$ cat src/rtl/zhiwen_trigger_if.sv
// Bundle of the touch/control inputs and transmit-path outputs of zhiwen_trigger.
// The master modport is the side that drives the sensor, control and ack levels.
// The slave modport is the trigger itself.
interface zhiwen_trigger_if #(
    parameter int RETRY_W = 2
);
    logic               chumo;
    logic               over_all;
    logic               zhongzhi;
    logic               tx_ack;
    logic               tx_en;
    logic               busy;
    logic               fail;
    logic [RETRY_W-1:0] retry_cnt;

    modport master (
        output chumo, over_all, zhongzhi, tx_ack,
        input  tx_en, busy, fail, retry_cnt
    );

    modport slave (
        input  chumo, over_all, zhongzhi, tx_ack,
        output tx_en, busy, fail, retry_cnt
    );
endinterface

$ cat src/rtl/zhiwen_trigger.sv
// zhiwen_trigger: fingerprint-capture trigger.
// - A touch level is synchronized and must be held for SETTLE_CYC cycles.
// - tx_en is then raised toward the UART command sender until tx_ack arrives.
// - Each attempt times out after TIMEOUT_CYC cycles.
// Optional macro ZHIWEN_RETRY_EN: when defined, up to MAX_RETRY attempts are
// made, separated by a one-cycle gap. When undefined, the first timeout is
// terminal and retry_cnt stays 0.
//
// state  | meaning
// IDLE   | waiting for a synchronized touch
// SETTLE | touch held, counting hold time
// SEND   | tx_en high, waiting for tx_ack or timeout
// GAP    | one low cycle between attempts
// DONE   | send acknowledged, waiting for finger release
// FAIL   | all attempts timed out, waiting for finger release
// FORCE  | zhongzhi forcing tx_en high
module zhiwen_trigger #(
    parameter int SETTLE_CYC  = 50_000_000,
    parameter int TIMEOUT_CYC = 25_000_000,
    parameter int CNT_W       = 26,
    parameter int MAX_RETRY   = 3,
    parameter int RETRY_W     = 2
) (
    input  logic             clk,
    input  logic             rst,
    zhiwen_trigger_if.slave  bus
);

    typedef enum logic [2:0] {
        ST_IDLE   = 3'd0,
        ST_SETTLE = 3'd1,
        ST_SEND   = 3'd2,
        ST_GAP    = 3'd3,
        ST_DONE   = 3'd4,
        ST_FAIL   = 3'd5,
        ST_FORCE  = 3'd6
    } state_t;

`ifdef ZHIWEN_RETRY_EN
    localparam int unsigned LAST_TRY = MAX_RETRY - 1;
`else
    // MAX_RETRY has no effect here: the first timeout is always the last one.
    localparam int unsigned LAST_TRY = 0 * MAX_RETRY;
`endif

    localparam logic [CNT_W-1:0]   SETTLE_LAST  = CNT_W'(SETTLE_CYC - 1);
    localparam logic [CNT_W-1:0]   TIMEOUT_LAST = CNT_W'(TIMEOUT_CYC - 1);
    localparam logic [RETRY_W-1:0] RETRY_LAST   = RETRY_W'(LAST_TRY);

    state_t             state_q, state_d;
    logic [CNT_W-1:0]   cnt_q, cnt_d;
    logic [RETRY_W-1:0] retry_q, retry_d;
    logic               sync1_q, chumo_s_q;
    logic               tx_en_q, tx_en_d;
    logic               busy_q, busy_d;
    logic               fail_q, fail_d;

    // State register, counters, synchronizer and registered outputs.
    always_ff @(posedge clk or posedge rst) begin
        if (rst) begin
            state_q   <= ST_IDLE;
            cnt_q     <= '0;
            retry_q   <= '0;
            sync1_q   <= 1'b0;
            chumo_s_q <= 1'b0;
            tx_en_q   <= 1'b0;
            busy_q    <= 1'b0;
            fail_q    <= 1'b0;
        end else begin
            state_q   <= state_d;
            cnt_q     <= cnt_d;
            retry_q   <= retry_d;
            sync1_q   <= bus.chumo;
            chumo_s_q <= sync1_q;
            tx_en_q   <= tx_en_d;
            busy_q    <= busy_d;
            fail_q    <= fail_d;
        end
    end

    // Next state and counters: zhongzhi beats over_all, which beats the sequence.
    always_comb begin
        state_d = state_q;
        cnt_d   = cnt_q;
        retry_d = retry_q;
        if (bus.zhongzhi) begin
            state_d = ST_FORCE;
            cnt_d   = '0;
        end else if (bus.over_all) begin
            state_d = ST_IDLE;
            cnt_d   = '0;
        end else begin
            case (state_q)
                ST_IDLE: begin
                    cnt_d = '0;
                    if (chumo_s_q) begin
                        state_d = ST_SETTLE;
                        retry_d = '0;
                    end
                end
                ST_SETTLE: begin
                    if (!chumo_s_q) begin
                        state_d = ST_IDLE;
                        cnt_d   = '0;
                    end else if (cnt_q == SETTLE_LAST) begin
                        state_d = ST_SEND;
                        cnt_d   = '0;
                    end else begin
                        cnt_d = cnt_q + CNT_W'(1);
                    end
                end
                ST_SEND: begin
                    // An ack on the timeout cycle still counts as success.
                    if (bus.tx_ack) begin
                        state_d = ST_DONE;
                        cnt_d   = '0;
                    end else if (cnt_q == TIMEOUT_LAST) begin
                        cnt_d = '0;
                        if (retry_q == RETRY_LAST) begin
                            state_d = ST_FAIL;
                        end else begin
                            state_d = ST_GAP;
                            retry_d = retry_q + RETRY_W'(1);
                        end
                    end else begin
                        cnt_d = cnt_q + CNT_W'(1);
                    end
                end
                ST_GAP: begin
                    state_d = ST_SEND;
                    cnt_d   = '0;
                end
                ST_DONE, ST_FAIL: begin
                    cnt_d = '0;
                    if (!chumo_s_q) begin
                        state_d = ST_IDLE;
                    end
                end
                ST_FORCE: begin
                    state_d = ST_IDLE;
                    cnt_d   = '0;
                end
                default: begin
                    state_d = ST_IDLE;
                    cnt_d   = '0;
                end
            endcase
        end
    end

    // Outputs decoded from the upcoming state so they register on the same edge.
    always_comb begin
        tx_en_d = (state_d == ST_SEND) || (state_d == ST_FORCE);
        busy_d  = (state_d == ST_SETTLE) || (state_d == ST_SEND) || (state_d == ST_GAP);
        fail_d  = fail_q;
        if (state_d == ST_FAIL) begin
            fail_d = 1'b1;
        end else if ((state_q == ST_IDLE) && (state_d == ST_SETTLE)) begin
            fail_d = 1'b0;
        end
    end

    assign bus.tx_en     = tx_en_q;
    assign bus.busy      = busy_q;
    assign bus.fail      = fail_q;
    assign bus.retry_cnt = retry_q;

endmodule

$ cat src/flat_wrapper.sv
// flat-port wrapper written by rule: the top's interface ports become plain ports
module zhiwen_trigger_flat 
#(
    parameter int SETTLE_CYC  = 50_000_000,
    parameter int TIMEOUT_CYC = 25_000_000,
    parameter int CNT_W       = 26,
    parameter int MAX_RETRY   = 3,
    parameter int RETRY_W     = 2
)
  (clk, rst, bus_chumo, bus_over_all, bus_zhongzhi, bus_tx_ack, bus_tx_en, bus_busy, bus_fail, bus_retry_cnt);
  zhiwen_trigger_if #(.RETRY_W(RETRY_W)) bus_i ();
  input  logic clk;
  input  logic rst;
  input wire logic [$bits(bus_i.chumo)-1:0] bus_chumo;
  input wire logic [$bits(bus_i.over_all)-1:0] bus_over_all;
  input wire logic [$bits(bus_i.zhongzhi)-1:0] bus_zhongzhi;
  input wire logic [$bits(bus_i.tx_ack)-1:0] bus_tx_ack;
  output wire logic [$bits(bus_i.tx_en)-1:0] bus_tx_en;
  output wire logic [$bits(bus_i.busy)-1:0] bus_busy;
  output wire logic [$bits(bus_i.fail)-1:0] bus_fail;
  output wire logic [$bits(bus_i.retry_cnt)-1:0] bus_retry_cnt;
  assign bus_i.chumo = bus_chumo;
  assign bus_i.over_all = bus_over_all;
  assign bus_i.zhongzhi = bus_zhongzhi;
  assign bus_i.tx_ack = bus_tx_ack;
  assign bus_tx_en = bus_i.tx_en;
  assign bus_busy = bus_i.busy;
  assign bus_fail = bus_i.fail;
  assign bus_retry_cnt = bus_i.retry_cnt;
  zhiwen_trigger #(.SETTLE_CYC(SETTLE_CYC), .TIMEOUT_CYC(TIMEOUT_CYC), .CNT_W(CNT_W), .MAX_RETRY(MAX_RETRY), .RETRY_W(RETRY_W)) u_core (.clk(clk), .rst(rst), .bus(bus_i));
endmodule
$ cat config.mk
export PLATFORM = sky130hd
export DESIGN_NAME = zhiwen_trigger_flat
export DESIGN_NICKNAME = d
export VERILOG_FILES = /design/src/rtl/zhiwen_trigger_if.sv /design/src/rtl/zhiwen_trigger.sv /design/src/flat_wrapper.sv
export SDC_FILE = /design/constraint.sdc
export NUM_CORES = 1
export LEC_CHECK = 0
export BUFFER_PORTS_ARGS = -buffer_cell sky130_fd_sc_hd__clkbuf_2
export CAP_MARGIN = 15
export CORE_MARGIN = 8
export CORE_UTILIZATION = 45
export DETAILED_ROUTE_END_ITERATION = 8
export GPL_TIMING_DRIVEN = 1
export SLEW_MARGIN = 10
export SYNTH_ARGS = -nofsm -noshare
export SYNTH_HDL_FRONTEND = slang
export SYNTH_SLANG_ARGS = --single-unit
$ cat constraint.sdc
create_clock -name clk -period 2 [get_ports clk]
set_input_delay 0.4 -clock clk [delete_from_list [all_inputs] [get_ports clk]]
set_output_delay 0.4 -clock clk [all_outputs]
set_load 0.005 [all_outputs]
==> results of run 1 <==
-- path summary, 6_finish.rpt --
| kind | from | endpoint | slack, ns | cells after the start |
|---|---|---|---|---|
| max | u_core.cnt_q[10] | u_core.cnt_q[24] | 0.12 | 6 |
| min | rst | u_core.sync1_q | 0.19 | 3 |
| max reg2reg | u_core.cnt_q[10] | u_core.cnt_q[24] | 0.12 | 6 |
| min reg2reg | u_core.sync1_q | u_core.chumo_s_q | 0.36 | 0 |
| max in group asynchronous | rst | u_core.cnt_q[10] | 1.47 | 3 |
| min in group clk | bus_chumo | u_core.sync1_q | 0.22 | 1 |
-- registers in the layout (all words and copies together), names as in the netlist --
register,count
u_core.bus.busy,1
u_core.cnt_q,26
u_core.state_q,3
u_core.sync1_q,1
u_core.bus.tx_en,1
u_core.bus.fail,1
u_core.bus.retry_cnt,2
u_core.chumo_s_q,1
-- cells in the mapped netlist (all sizes together) --
master | n | area share
a211oi | 1 | 0.0037
mux2i | 1 | 0.0050
nor3 | 9 | 0.035
o22ai | 2 | 0.0062
dfrtp | 36 | 0.45
or3 | 1 | 0.0031
o22a | 1 | 0.0044
and4 | 5 | 0.022
nor4 | 5 | 0.029
nand2b | 2 | 0.0062
inv | 11 | 0.021
xnor2 | 17 | 0.074
or4 | 3 | 0.013
a31oi | 1 | 0.0031
a21oi | 5 | 0.012
o21ai | 3 | 0.0075
buf | 3 | 0.013
xor2 | 7 | 0.031
o31ai | 1 | 0.0037
o21a | 1 | 0.0037
nor2b | 4 | 0.012
nand3 | 8 | 0.020
nand4 | 8 | 0.028
a21o | 3 | 0.012
nor3b | 2 | 0.0075
nand2 | 13 | 0.027
o211ai | 1 | 0.0037
and3 | 4 | 0.012
nor2 | 34 | 0.065
and3b | 1 | 0.0044
nor4b | 4 | 0.017
a2111oi | 1 | 0.0044
ha | 2 | 0.012
a31o | 3 | 0.013
and4b | 1 | 0.0050
and2 | 3 | 0.0094
-- what timing repair did --
| action | CTS | global route |
|---|---|---|
| gates resized for setup | 1 | 8 |
| endpoints found under the setup margin | 2 | 17 |
| pin swaps | 0 | 6 |
| hold endpoints to repair | 0 | 0 |
| hold buffers | 0 | 0 |
-- layout by cell type (no fill, tap or decap), drive strengths merged, types with 2 or more instances in the layout --
cell type and instances:
a21oi 5, ha 2, o22ai 2, inv 11, and4 5, buf 5, o21ai 3, or4 3
nor3 9, nor2b 4, nand4 8, nor3b 2, xnor2 17, xor2 7, nand2b 2, and3 4
and2 3, nor4b 4, nor2 34, nand2 13, clkbuf 15, a21o 3, nand3 8, nor4 5
a31o 3, dfrtp 36
-- worst reg2reg max path, delay by kind of cell, from the launching register on --
| family | cells | cell delay [ns] |
|---|---|---|
| flops | 1 | 0.45 |
| compound gates | 2 | 0.51 |
| simple gates | 3 | 0.67 |
| buf+inv | 1 | 0.16 |
-- power by group through the flow --
stage	Combinational [mW]	Clock, mW	Sequential, mW
final	0.108	0.633	0.757
after global routing	0.122	0.683	0.760
after CTS	0.109	0.651	0.757
after detailed placement	0.109	0	0.772
after global placement	0.105	0	0.771
after floorplan	0.0682	0	0.771
-- through the flow --
stage	hold WS, ns	setup slack (ns)	instances
finish	0.187	0.115	279
detailed placement	0.343	0.0108	271
global placement	0.335	0.0280	271
floorplan	0.331	0.321	207
CTS	0.205	0.0827	279
global route	0.206	0.0188	279
-- cell families (layout without fill, tap and decap cells) --
| group | after synthesis | in the layout |
|---|---|---|
| AO/OA/AOI/OAI | 23 | 23 |
| XOR/XNOR | 24 | 24 |
| adder cells (fa/ha/maj) | 2 | 2 |
| buffers and inverters | 14 | 34 |
| flip-flops | 36 | 36 |
| multiplexers | 1 | 1 |
| AND/OR/NAND/NOR | 107 | 107 |
-- area by class of cell --
type                       instances  area [um2]
fill                             421        2030
timing repair buffer              15         104
multi-input combinational        157        1070
sequential                        36         902
inverter                          11        41.3
tap                               52        65.1
clock inverter                     3        42.5
clock buffer                       5        68.8
-- per-layer routing --
metal | vias up | share of wire | GRT usage
met5 | - | 0 | 0
met4 | 0 | 0.020 | 0.0655
met3 | 7 | 0.033 | 0.0303
met2 | 36 | 0.49 | 0.230
met1 | 794 | 0.45 | 0.175
li1 | 772 | - | -
==> flow_metrics.env, run 1 <==
export IMPL_netlist_area_um2=2010
export IMPL_ir_worst_vdd_v=0.000525
export IMPL_crit_fanout=10
export IMPL_slew_viol_final=0
export IMPL_ys_ff_latch=36
export IMPL_power_density_nw_per_um2=652
export IMPL_placed_cell_area_um2=2140
export IMPL_yosysWarnings=0
export IMPL_dp_hpwl_um=3140
export IMPL_mappedNetlistNets=215
export IMPL_hp_class="in2async"
export IMPL_rows=24
export IMPL_drt_first_pass_iters=4
export IMPL_swShare=0.227
export IMPL_slowest_stage="dfrtp_2"
export IMPL_end_kind="flop"
export IMPL_max_slew_margin=0.701
export IMPL_die_area_um2=6850
export IMPL_vias_per_cell=5.77
export IMPL_clock_skew_ns=0.00313
export IMPL_wire_per_inst_um=15.1
export IMPL_ys_seq_area_frac=0.449
export IMPL_root_buffer="clkbuf_8"
export IMPL_fin_nets=234
export IMPL_comb_power_share=0.072
export IMPL_worstSetupPathType="reg2reg"
export IMPL_grt_setup_unrepaired="false"
export IMPL_cts_buffers_inserted=5
export IMPL_p_switching_mw=0.340
export IMPL_synth_top_family_by_area="simple AND/OR/NAND/NOR gates"
export IMPL_critical_path_max_stage_delay_ns=0.45
export IMPL_route_detailed_drc=0
export IMPL_overflow=0
export IMPL_cap_violations=0
export IMPL_grt_pass1_vias=1654
export IMPL_synthMuxAreaShare=0.00499
export IMPL_area_growth_syn_to_layout_pct=14.5
export IMPL_setup_viol=0
export IMPL_cts_tree="yes"
export IMPL_fmax_ghz=0.531
export IMPL_antennaDiodeCount=0
export IMPL_hold_violations=0
export IMPL_num_vias=1609
export IMPL_fin_setup_tns_ns=0
export IMPL_clock_path_buffers=2
export IMPL_clkPwrFrac=0.422
export IMPL_io_pins=11
export IMPL_drive_gt1_frac=0.198
export IMPL_cellInternalPower_mw=1.16
export IMPL_initial_utilization=0.464
export IMPL_antenna_found_initial=0
export IMPL_gp_congestion=0.894
export IMPL_synthSimpleGateAreaFrac=0.317
export IMPL_status="completed"
export IMPL_clock_latency_ns=0.28
export IMPL_p_leak_nw=0.893
export IMPL_worst_pin_slew_ns=0.449
export IMPL_final_antenna_net_count=0
export IMPL_path_buf_inv=1
export IMPL_synthAdderAreaFrac=0.0125
export IMPL_final_area_um2=2300
export IMPL_die_w_um=82.8
export IMPL_synth_compound_area_frac=0.0780
export IMPL_min_period_ns=1.88
export IMPL_worstPathArrival_ns=2.06
export IMPL_core_area_um2=4320
export IMPL_die_h_um=82.8
export IMPL_synthXorXnorAreaFrac=0.105
export IMPL_finalPower_mw=1.50
export IMPL_grt_use_total=0.141
export IMPL_cp_top_family="simple AND/OR/NAND/NOR gates"
export IMPL_utilization=0.531
export IMPL_first_iter_violations=139
export IMPL_crit_path_start_kind="flop"
export IMPL_clk_pin_slew_ns=0.07
export IMPL_grt_max_degree=37
export IMPL_cp_cell_sequence="nor4_4 > nand4_1 > o211ai_1 > a21o_2 > buf_6 > nor2_1"
export IMPL_p_seq_frac=0.506
export IMPL_wirelength_um=4210
export IMPL_port_buffers=10
export IMPL_required_ns=2.18
export IMPL_final_period_utilization=0.942
export IMPL_ys_types=46
export IMPL_synthCells=207
export IMPL_htreeDepth=2
export IMPL_avgSynthCellArea_um2=9.69
export IMPL_post_cts_buffers=0
export IMPL_grt_pass1_wl_um=7530
export IMPL_cts_sinks=36
Power figures use the tool's default switching activity.
==> run 2: changes to the inputs <==
Settings changed: BUFFER_PORTS_ARGS -buffer_cell sky130_fd_sc_hd__clkbuf_2 to default, CORE_UTILIZATION 45 to 30, DONT_BUFFER_PORTS from default to 1.
==> run 2 against run 1 <==
  * Clock power fell by 0.9%
  * Sequential share of layout area up 0.49 points
  * Count of clock-buffer cells in the layout rose by 1
  * Sequential power increased by 0.5%
  * Critical endpoint is now u_core.bus.fail
  * Highest routed layer unchanged
==> flow_metrics.env, run 2 (synthesized netlist as in run 1, its figures left out) <==
export IMPL_status="completed"
export IMPL_grt_pass1_vias=1541
export IMPL_antenna_found_initial=0
export IMPL_cp_top_family="simple AND/OR/NAND/NOR gates"
export IMPL_first_iter_violations=94
export IMPL_crit_path_start_kind="flop"
export IMPL_cp_cell_sequence="ha_2 > nand4_1 > nor2_1 > nand4_1 > a21oi_1 > o31ai_1"
export IMPL_critical_path_max_stage_delay_ns=0.40
export IMPL_drt_first_pass_iters=4
export IMPL_gp_congestion=0.793
export IMPL_slew_viol_final=0
export IMPL_wire_per_inst_um=14.1
export IMPL_hp_class="in2async"
export IMPL_worstPathArrival_ns=2.05
export IMPL_required_ns=2.17
export IMPL_stdcell_count=298
export IMPL_core_area_um2=6640
export IMPL_layout_commonest_cell="dfrtp_1"
export IMPL_setup_viol=0
export IMPL_worstSetupPathType="reg2reg"
export IMPL_grt_pass1_wl_um=7320
export IMPL_cts_sinks=36
export IMPL_grt_max_degree=37
export IMPL_power_density_nw_per_um2=649
export IMPL_overflow=0
export IMPL_regMostFlops="u_core.cnt_q"
export IMPL_ir_worst_vdd_v=0.000190
export IMPL_root_buffer="clkbuf_8"
export IMPL_fillers=680
export IMPL_final_period_utilization=0.943
export IMPL_initial_utilization=0.302
export IMPL_worst_pin_slew_ns=0.475
export IMPL_largest_register_ffs=26
export IMPL_path_buf_inv=0
export IMPL_seqCellArea_um2=901
export IMPL_crit_fanout=4
export IMPL_slowest_stage="dfrtp_1"
export IMPL_max_slew_margin=0.683
export IMPL_antennaDiodeCount=0
export IMPL_area_growth_syn_to_layout_pct=13.0
export IMPL_drive_gt1_frac=0.147
export IMPL_io_pins=11
export IMPL_p_leak_nw=0.858
export IMPL_r2r_start="u_core.cnt_q[0]"
export IMPL_vias_per_cell=5.09
export IMPL_final_cell_mix="dfrtp_1 (36), nor2_1 (33), xnor2_1 (17)"
export IMPL_fmax_ghz=0.530
export IMPL_final_antenna_net_count=0
export IMPL_clk_pin_slew_ns=0.07
export IMPL_hold_violations=0
export IMPL_startpoint="u_core.cnt_q[0]"
export IMPL_num_vias=1518
export IMPL_wirelength_um=4220
export IMPL_rows=30
export IMPL_die_h_um=97.8
export IMPL_port_buffers=0
export IMPL_cts_buffers_inserted=5
export IMPL_cap_violations=0
export IMPL_clock_path_buffers=2
export IMPL_dp_hpwl_um=3030
export IMPL_crit_top_cell="nand4_1"
export IMPL_finalPower_mw=1.47
export IMPL_route_detailed_drc=0
export IMPL_regToRegSetupSlack_ns=0.11
export IMPL_grt_use_total=0.0942
export IMPL_clock_latency_ns=0.29
export IMPL_die_area_um2=9560
export IMPL_min_period_ns=1.89
export IMPL_cts_tree="yes"
export IMPL_htreeDepth=2
export IMPL_dpl_cell_count=290
export IMPL_grt_setup_unrepaired="true"
export IMPL_fin_nets=225
export IMPL_multi_input_area_um2=1060
export IMPL_die_w_um=97.8
export IMPL_clock_skew_ns=0.00961
export IMPL_end_kind="flop"
## run 2: final timing paths
kind                                           end  cells after the start
max                                u_core.bus.fail                      6
min                        u_core.bus.retry_cnt[1]                      2
max reg2reg                        u_core.bus.fail                      6
min reg2reg                       u_core.chumo_s_q                      0
max in group asynchronous         u_core.cnt_q[15]                      2
min in group clk                    u_core.sync1_q                      0
## run 2: cell type report
type	instances	share of cell area
inverters	11	0.0182
multi-input cells	157	0.467
clock inverters	2	0.0155
clock buffers	6	0.0320
well taps	80	0.0442
flip-flops and latches	36	0.398
repair buffers	6	0.0254
## run 2: report_power, final
group | switching, mW | internal, mW
clock network | 0.257 | 0.370
logic | 0.0522 | 0.0319
registers | 0.0152 | 0.745
total | 0.324 | 1.15
## run 2: worst register-to-register path, cell delays in order (launching register included)
cell and delay [ns]:
dfrtp_1 0.40, ha_2 0.23, nand4_1 0.19, nor2_1 0.26, nand4_1 0.18, a21oi_1 0.37
o31ai_1 0.13
## run 2: through the flow
step / hold WS (ns) / instance area (um2) / setup slack, ns / utilization / setup TNS (ns)
6_report: 0.0924 / 2270 / 0.115 / 0.341 / 0
5_1_grt: 0.113 / 2270 / -0.00392 / 0.341 / -0.00625
4_1_cts: 0.116 / 2240 / 0.0984 / 0.338 / 0
3_5_place_dp: 0.348 / 2140 / 0.117 / 0.322 / 0
3_3_place_gp: 0.333 / 2140 / 0.143 / 0.322 / 0
2_1_floorplan: 0.331 / 2010 / 0.321 / - / 0
## run 2: per-layer routing
metal,vias up,wire length (um),global-route usage
met5,-,0,0
met4,0,72,0.0432
met3,6,173,0.0270
met2,23,1980,0.150
met1,737,1990,0.115
li1,752,-,-
## run 2: timing repair
action / in CTS / in global routing
hold buffers: 0 / 0
endpoints found under the setup margin: 0 / 8
setup buffers: 0 / 0
resized for setup: 0 / 4
